File: config.mk
export PLATFORM = sky130hd
export DESIGN_NAME = chimera_clu_pwr_seq
export DESIGN_NICKNAME = d
export VERILOG_FILES = /design/src/rtl/chimera_clu_pwr_seq.sv
export SDC_FILE = /design/constraint.sdc
export NUM_CORES = 1
export LEC_CHECK = 0
export ABC_AREA = 1
export BUFFER_PORTS_ARGS = -buffer_cell sky130_fd_sc_hd__buf_2
export CAP_MARGIN = 20
export CORE_ASPECT_RATIO = 1.25
export CORE_MARGIN = 2
export CORE_UTILIZATION = 55
export CTS_CLUSTER_DIAMETER = 40
export DETAILED_ROUTE_END_ITERATION = 12
export GPL_TIMING_DRIVEN = 1
export PLACE_DENSITY = 0.76
export SYNTH_ARGS = -nofsm -noshare
export SYNTH_HDL_FRONTEND = slang
export SYNTH_SLANG_ARGS = --single-unit
File: constraint.sdc
create_clock -name soc_clk_i -period 2.2 [get_ports soc_clk_i]
set_input_delay 0.22 -clock soc_clk_i [delete_from_list [all_inputs] [get_ports soc_clk_i]]
set_output_delay 0.22 -clock soc_clk_i [all_outputs]
set_load 0.01 [all_outputs]
File: src/rtl/chimera_clu_pwr_seq.sv
// Per-cluster power/isolation sequencer: walks one cluster domain through clock-up,
// reset release and de-isolation on enable, and the mirror sequence on disable.
`timescale 1ns/1ps
module chimera_clu_pwr_seq #(
  parameter int unsigned ClkSettleCycles = 4,
  parameter int unsigned RstCycles       = 8,
  parameter int unsigned TimeoutCycles   = 1024
) (
  input  logic       soc_clk_i,
  input  logic       rst_ni,
  input  logic       en_req_i,
  input  logic       isolated_i,
  input  logic       err_clr_i,
  output logic       isolate_o,
  output logic       clk_en_o,
  output logic       rst_no,
  output logic       on_o,
  output logic       timeout_o,
  output logic [2:0] state_o
);

  localparam int unsigned MaxClkRst = (ClkSettleCycles > RstCycles) ? ClkSettleCycles : RstCycles;
  localparam int unsigned MaxCycles = (MaxClkRst > TimeoutCycles) ? MaxClkRst : TimeoutCycles;
  localparam int unsigned CntW      = $clog2(MaxCycles + 1);

  localparam logic [CntW-1:0] ClkLast  = CntW'(ClkSettleCycles - 1);
  localparam logic [CntW-1:0] RstLast  = CntW'(RstCycles - 1);
  localparam logic [CntW-1:0] TimeLast = CntW'(TimeoutCycles - 1);
  localparam logic [CntW-1:0] CntMax   = '1;

  typedef enum logic [2:0] {
    OFF      = 3'd0,
    CLK_UP   = 3'd1,
    RST_REL  = 3'd2,
    DEISO    = 3'd3,
    ON       = 3'd4,
    ISO      = 3'd5,
    RST_ASRT = 3'd6
  } state_e;

  state_e            state_reg;
  state_e            state_next;
  logic [CntW-1:0]   cnt_reg;
  logic [CntW-1:0]   cnt_next;
  logic              timeout_reg;
  logic              timeout_set;
  logic [3:0]        outs_reg;

  // {isolate, clk_en, rst_n, on} for each state; the unused encoding looks like OFF.
  function automatic logic [3:0] decode_outs(input state_e s);
    logic [3:0] o;
    o = 4'b1000;
    case (s)
      OFF:      o = 4'b1000;
      CLK_UP:   o = 4'b1100;
      RST_REL:  o = 4'b1110;
      DEISO:    o = 4'b0110;
      ON:       o = 4'b0111;
      ISO:      o = 4'b1110;
      RST_ASRT: o = 4'b1100;
      default:  o = 4'b1000;
    endcase
    return o;
  endfunction

  always_comb begin
    state_next = state_reg;
    case (state_reg)
      OFF:      if (en_req_i)            state_next = CLK_UP;
      CLK_UP:   if (cnt_reg == ClkLast)  state_next = RST_REL;
      RST_REL:  if (cnt_reg == RstLast)  state_next = DEISO;
      DEISO:    if (!isolated_i)         state_next = ON;
      ON:       if (!en_req_i)           state_next = ISO;
      ISO:      if (isolated_i)          state_next = RST_ASRT;
      RST_ASRT: if (cnt_reg == RstLast)  state_next = OFF;
      default:                           state_next = OFF;
    endcase
  end

  // One shared counter: restarts on any state change, saturates instead of wrapping.
  always_comb begin
    cnt_next = cnt_reg;
    if (state_next != state_reg) begin
      cnt_next = '0;
    end else if (cnt_reg != CntMax) begin
      cnt_next = cnt_reg + 1'b1;
    end
  end

  // Timeout fires on the cycle the isolation wait completes its budget without an answer.
  always_comb begin
    timeout_set = 1'b0;
    if (((state_reg == DEISO) || (state_reg == ISO)) &&
        (state_next == state_reg) && (cnt_reg == TimeLast)) begin
      timeout_set = 1'b1;
    end
  end

  always_ff @(posedge soc_clk_i or negedge rst_ni) begin
    if (!rst_ni) begin
      state_reg   <= OFF;
      cnt_reg     <= '0;
      timeout_reg <= 1'b0;
      outs_reg    <= 4'b1000;
    end else begin
      state_reg <= state_next;
      cnt_reg   <= cnt_next;
      outs_reg  <= decode_outs(state_next);
      if (timeout_set) begin
        timeout_reg <= 1'b1;
      end else if (err_clr_i) begin
        timeout_reg <= 1'b0;
      end
    end
  end

  assign isolate_o = outs_reg[3];
  assign clk_en_o  = outs_reg[2];
  assign rst_no    = outs_reg[1];
  assign on_o      = outs_reg[0];
  assign timeout_o = timeout_reg;
  assign state_o   = state_reg;

endmodule

After elaboration in Yosys (flattened, before gate mapping)
Cells that the tools add are included.
{"block": "word_totals", "regBits": 19, "out_inout_bits": 8, "inputBits": 5}
{"block": "op_classes", "n_reduce_logical": 8, "mux": 14, "n_eq_ne": 18, "addsub": 1}
{"operator": "$mux 11", "n": 2}
{"operator": "$mux 3", "n": 7}
{"operator": "$pmux 3 s7", "n": 1}
{"operator": "$eq 3x3->1 const B", "n": 6}
{"operator": "$pmux 4 s4", "n": 1}
{"operator": "$eq 3x2->1 const B", "n": 4}
{"operator": "$add 11x1->11 const B", "n": 1}
{"operator": "$eq 11x10->1 const B", "n": 1}
{"operator": "$eq 11x2->1 const B", "n": 1}
{"operator": "$eq 11x3->1 const B", "n": 1}
{"operator": "$ne 11x11->1 const B", "n": 1}
{"operator": "$eq 3x1->1 const B", "n": 2}
{"operator": "$reduce_bool 2->1", "n": 2}
{"operator": "$reduce_or 2->1", "n": 2}
{"operator": "$eq 3x3->1", "n": 1}
{"operator": "$logic_not 3->1", "n": 1}
{"operator": "$mux 1", "n": 3}
{"operator": "$ne 3x3->1", "n": 1}
{"operator": "$logic_and 1x1->1", "n": 2}
{"operator": "$logic_or 1x1->1", "n": 1}

Depth between registers and ports, before layout
{"block": "depth", "word_depth": 8, "ltp_mapped": 10, "ltp_nobuf": 9}

Worst setup path before layout
No wires, ideal clock.
{"block": "synth_timing", "path_type": "flip-flop to flip-flop", "start": "register cnt_reg[0]", "end": "register cnt_reg[4]", "slack_ns": 0.687, "stages_incl_launch_ff": 11, "arrival_ns": 1.436, "cell_sequence": "dfrtp_1 ha_1 inv_2 nor3_1 nand2_1 nand2_1 nand3_4 nand2_2 nand3_2 buf_6 a21oi_1"}
{"block": "synth_between", "elab_chain_cells": 5, "word_cells_on_any_way": 12, "classes_between": "add/sub: 1; eq/ne: 4; mux: 6; reduce/logical: 1"}
{"item": "from (decl)", "line_no": "43", "rtl": "logic [CntW-1:0] cnt_reg;"}
{"item": "from (signal assigned)", "line_no": "107", "rtl": "cnt_reg <= cnt_next;"}
{"item": "$eq 11x3->1 or $eq 11x2->1 (tied branches)", "line_no": "71, 75, 70"}
{"item": "$mux 3 (on tied branches)", "line_no": "75, 70, 71"}
{"item": "$pmux 3 s7 *", "line_no": "68", "rtl": "case (state_reg)"}
{"item": "via state_next[0]", "line_no": "42", "rtl": "state_e state_next;"}
{"item": "$ne 3x3->1 *", "line_no": "83", "rtl": "if (state_next != state_reg) begin"}
{"item": "$mux 11 or $reduce_bool 2->1 (tied branches)"}
Mark *: on every way through the listed nets, which the timed path passes. The rest lies on a longest branch. The select of a mux whose other input is x is not followed.
A chain may end at the register's enable or synchronous reset.

Worst setup path after layout
Same ends and word-level chain as after synthesis.

==> impl_metrics.json <==
{
  "syn_inst": 139,
  "port_buffers": 12,
  "nets": 162,
  "pin_count": 13,
  "syn-num-nets": 145,
  "hold_class": "in2reg",
  "grt_pass1_wl_um": 3640,
  "cts.sinks": 19,
  "fin_crit_sh_pct": 82.2,
  "clkTransAtPathRegs_ps": 110,
  "path_cells": "ha_1 -> inv_2 -> nor3_1 -> nand2_1 -> nand2_1 -> nand3_4 -> nand2_2 -> nand3_2 -> a21oi_1",
  "min_period_ps": 1810,
  "cts_tree": "yes",
  "end_kind": "flop",
  "drt-total-wl_um": 2220,
  "drc": 0,
  "use_met2_pct": 39.0,
  "r2r-start": "cnt_reg[0]$_DFFE_PN0P_",
  "fin_skew_ps": 11.2,
  "r2r_slack_ps": 390,
  "core_sq_um": 1940,
  "relSlewSlack_pct": 71.0,
  "synth_top_area_share_pct": 40.9,
  "vias_per_cell": 5.36,
  "clock_path_buffers": 2,
  "ir_worst_vdd_v": 0.000974,
  "start_util_pct": 56.8,
  "top_usage_layer": "met2",
  "root_buffer": "clkbuf_4",
  "grt_pass1_vias": 856,
  "fp.dieW_um": 44.0,
  "finish.instance_area_sq_um": 1210,
  "syn_to_final_growth_pct": 10.1,
  "slew_violations": 0,
  "cts_resized": 0,
  "setup_violations": 0,
  "dieArea_sq_um": 2380,
  "drt.antenna.violating_nets": 0,
  "critPathMaxStageDelay_ps": 420,
  "placed_area_sq_um": 1170,
  "crit_slowest_cell": "dfrtp_1",
  "num_vias": 938,
  "tightest_slew_ps": 435,
  "worst_skew_pair.late_latency_ps": 300,
  "crit_fanout": 11,
  "grt_overflow": 0,
  "grt_max_degree": 20,
  "synth_top_cell_by_area": "dfrtp_1",
  "first_iter_violations": 11,
  "r2r_cells": 9,
  "h-tree-depth": 1,
  "utilization_pct": 62.6,
  "dp_hpwl_um": 1740,
  "largest_reg_flops": 11,
  "status": "finished clean",
  "antenna_cells": 0,
  "setup_tns_ps": 0,
  "critPathLaunchType": "flop",
  "cts-buffers-inserted": 3,
  "dieHeight_um": 54.0,
  "dr.pass1.iters": 4,
  "path_class": "reg2reg",
  "crit_path_frequent_cell": "nand2_1",
  "yosys_warnings": 0,
  "syn_area_sq_um": 1100,
  "routedWlPerCell_um": 12.7,
  "grt_setup_unrepaired": "no",
  "crit_path_start": "cnt_reg[0]$_DFFE_PN0P_",
  "max_cap_violations": 0,
  "min_path_cells": 2,
  "gp_congestion": 0.841,
  "ys_top_cells_by_area": "dfrtp_1, nand2_1, nor2_1, inv_1, nand3_1",
  "rows": 18,
  "endpoint": "cnt_reg[4]$_DFFE_PN0P_",
  "power_leakage_uw": 0.000588,
  "yosysUniqueCellTypes": 24,
  "drive_above_1_share_pct": 23.2,
  "rr_endpoint": "cnt_reg[4]$_DFFE_PN0P_",
  "max_freq_ghz": 0.553,
  "hold_violations": 0,
  "ys_seq_elements": 19,
  "met1_usage_pct": 25.5,
  "use_met3_pct": 2.01,
  "power_per_cell_area_nw_per_um2": 1060,
  "antenna_found_initial": 0,
  "critPathRequiredTime_ps": 2420,
  "synth_seq_area_share_pct": 43.3,
  "cp_data_arrival_time_ps": 2020,
  "syn_avg_cell_area_sq_um": 7.92,
  "track_usage_pct": 21.2
}
==> report_power, final <==
| group | switching [uW] | leakage, uW | total [uW] | internal [uW] |
|---|---|---|---|---|
| Clock | 108 | 0.0000177 | 175 | 67.7 |
| Combinational | 377 | 0.000321 | 582 | 205 |
| Sequential | 88.0 | 0.000250 | 525 | 437 |
| Total | 573 | 0.000588 | 1280 | 710 |
==> cell families after synthesis <==
family | count (synthesis) | synth area share (%)
AND/OR/NAND/NOR | 81 | 37.2
buffers and inverters | 20 | 7.50
flip-flops | 19 | 43.3
AO/OA/AOI/OAI | 12 | 6.14
XOR/XNOR | 6 | 4.77
adder cells (fa/ha/maj) | 1 | 1.14
==> worst min path at each step <==
stage	startpoint	to
final	err_clr_i	timeout_o$_DFFE_PN0P_
after global routing	err_clr_i	timeout_o$_DFFE_PN0P_
after CTS	err_clr_i	timeout_o$_DFFE_PN0P_
after detailed placement	rst_ni	cnt_reg[3]$_DFFE_PN0P_
after global placement	rst_ni	cnt_reg[3]$_DFFE_PN0P_
after floorplan	rst_ni	cnt_reg[0]$_DFFE_PN0P_
==> metal layers <==
layer	vias to the layer above	part of all wire (%)
li1	479	-
met1	440	44
met2	15	53
met3	4	2.4
met4	0	1.2
met5	-	0
==> cell type report <==
class,instances,area (sq um)
Clock buffer,3,22.5
Clock inverter,1,5.00
Fill cell,175,724
Inverter,19,71.3
Multi-Input combinational cell,100,542
Sequential cell,19,477
Tap cell,20,25.0
Timing Repair Buffer,13,70.1
==> cells in the mapped netlist <==
cell type / count
nand4_1: 5
a21oi_2: 2
nand3_4: 1
nor3_2: 2
buf_6: 1
nand2_2: 3
nor2_1: 21
dfstp_2: 1
inv_2: 5
xor2_1: 4
inv_1: 14
nor2_4: 2
nand3_1: 9
o21ai_0: 5
nor3_1: 5
ha_1: 1
nor3b_2: 1
nand2_1: 28
nor2_2: 1
dfrtp_1: 18
a21oi_1: 5
xnor2_1: 2
nand3_2: 2
or3_1: 1
==> through the flow <==
stage	std cells	setup slack, ps	power (uW)	hold slack [ps]
after CTS	175	395	1290	114
after floorplan	139	687	989	-75.6
after global placement	170	538	1090	181
after global routing	175	247	1370	124
final	175	391	1280	106
after detailed placement	170	434	1120	178
==> layout by cell type (no fill, tap or decap), types with 9 or more instances in the layout <==
| master | instances |
|---|---|
| buf_2 | 12 |
| nand2_1 | 28 |
| nor2_1 | 21 |
| nand3_1 | 9 |
| inv_1 | 14 |
| dfrtp_1 | 18 |
==> critical path: cells and delay by family, from the launching register on <==
kind,cells,cell delay (ps)
AO/OA/AOI/OAI,1,200
adder cells (fa/ha/maj),1,240
buffers and inverters,1,70
flip-flops,1,420
AND/OR/NAND/NOR,6,790
==> timing repair <==
item                                    4_1_cts  5_1_grt
hold buffers                                  1        0
setup buffers                                 0        0
endpoints found under the setup margin        0        0
endpoints found under the hold margin        18        0
Note: power is estimated with default switching activity, not from simulation.
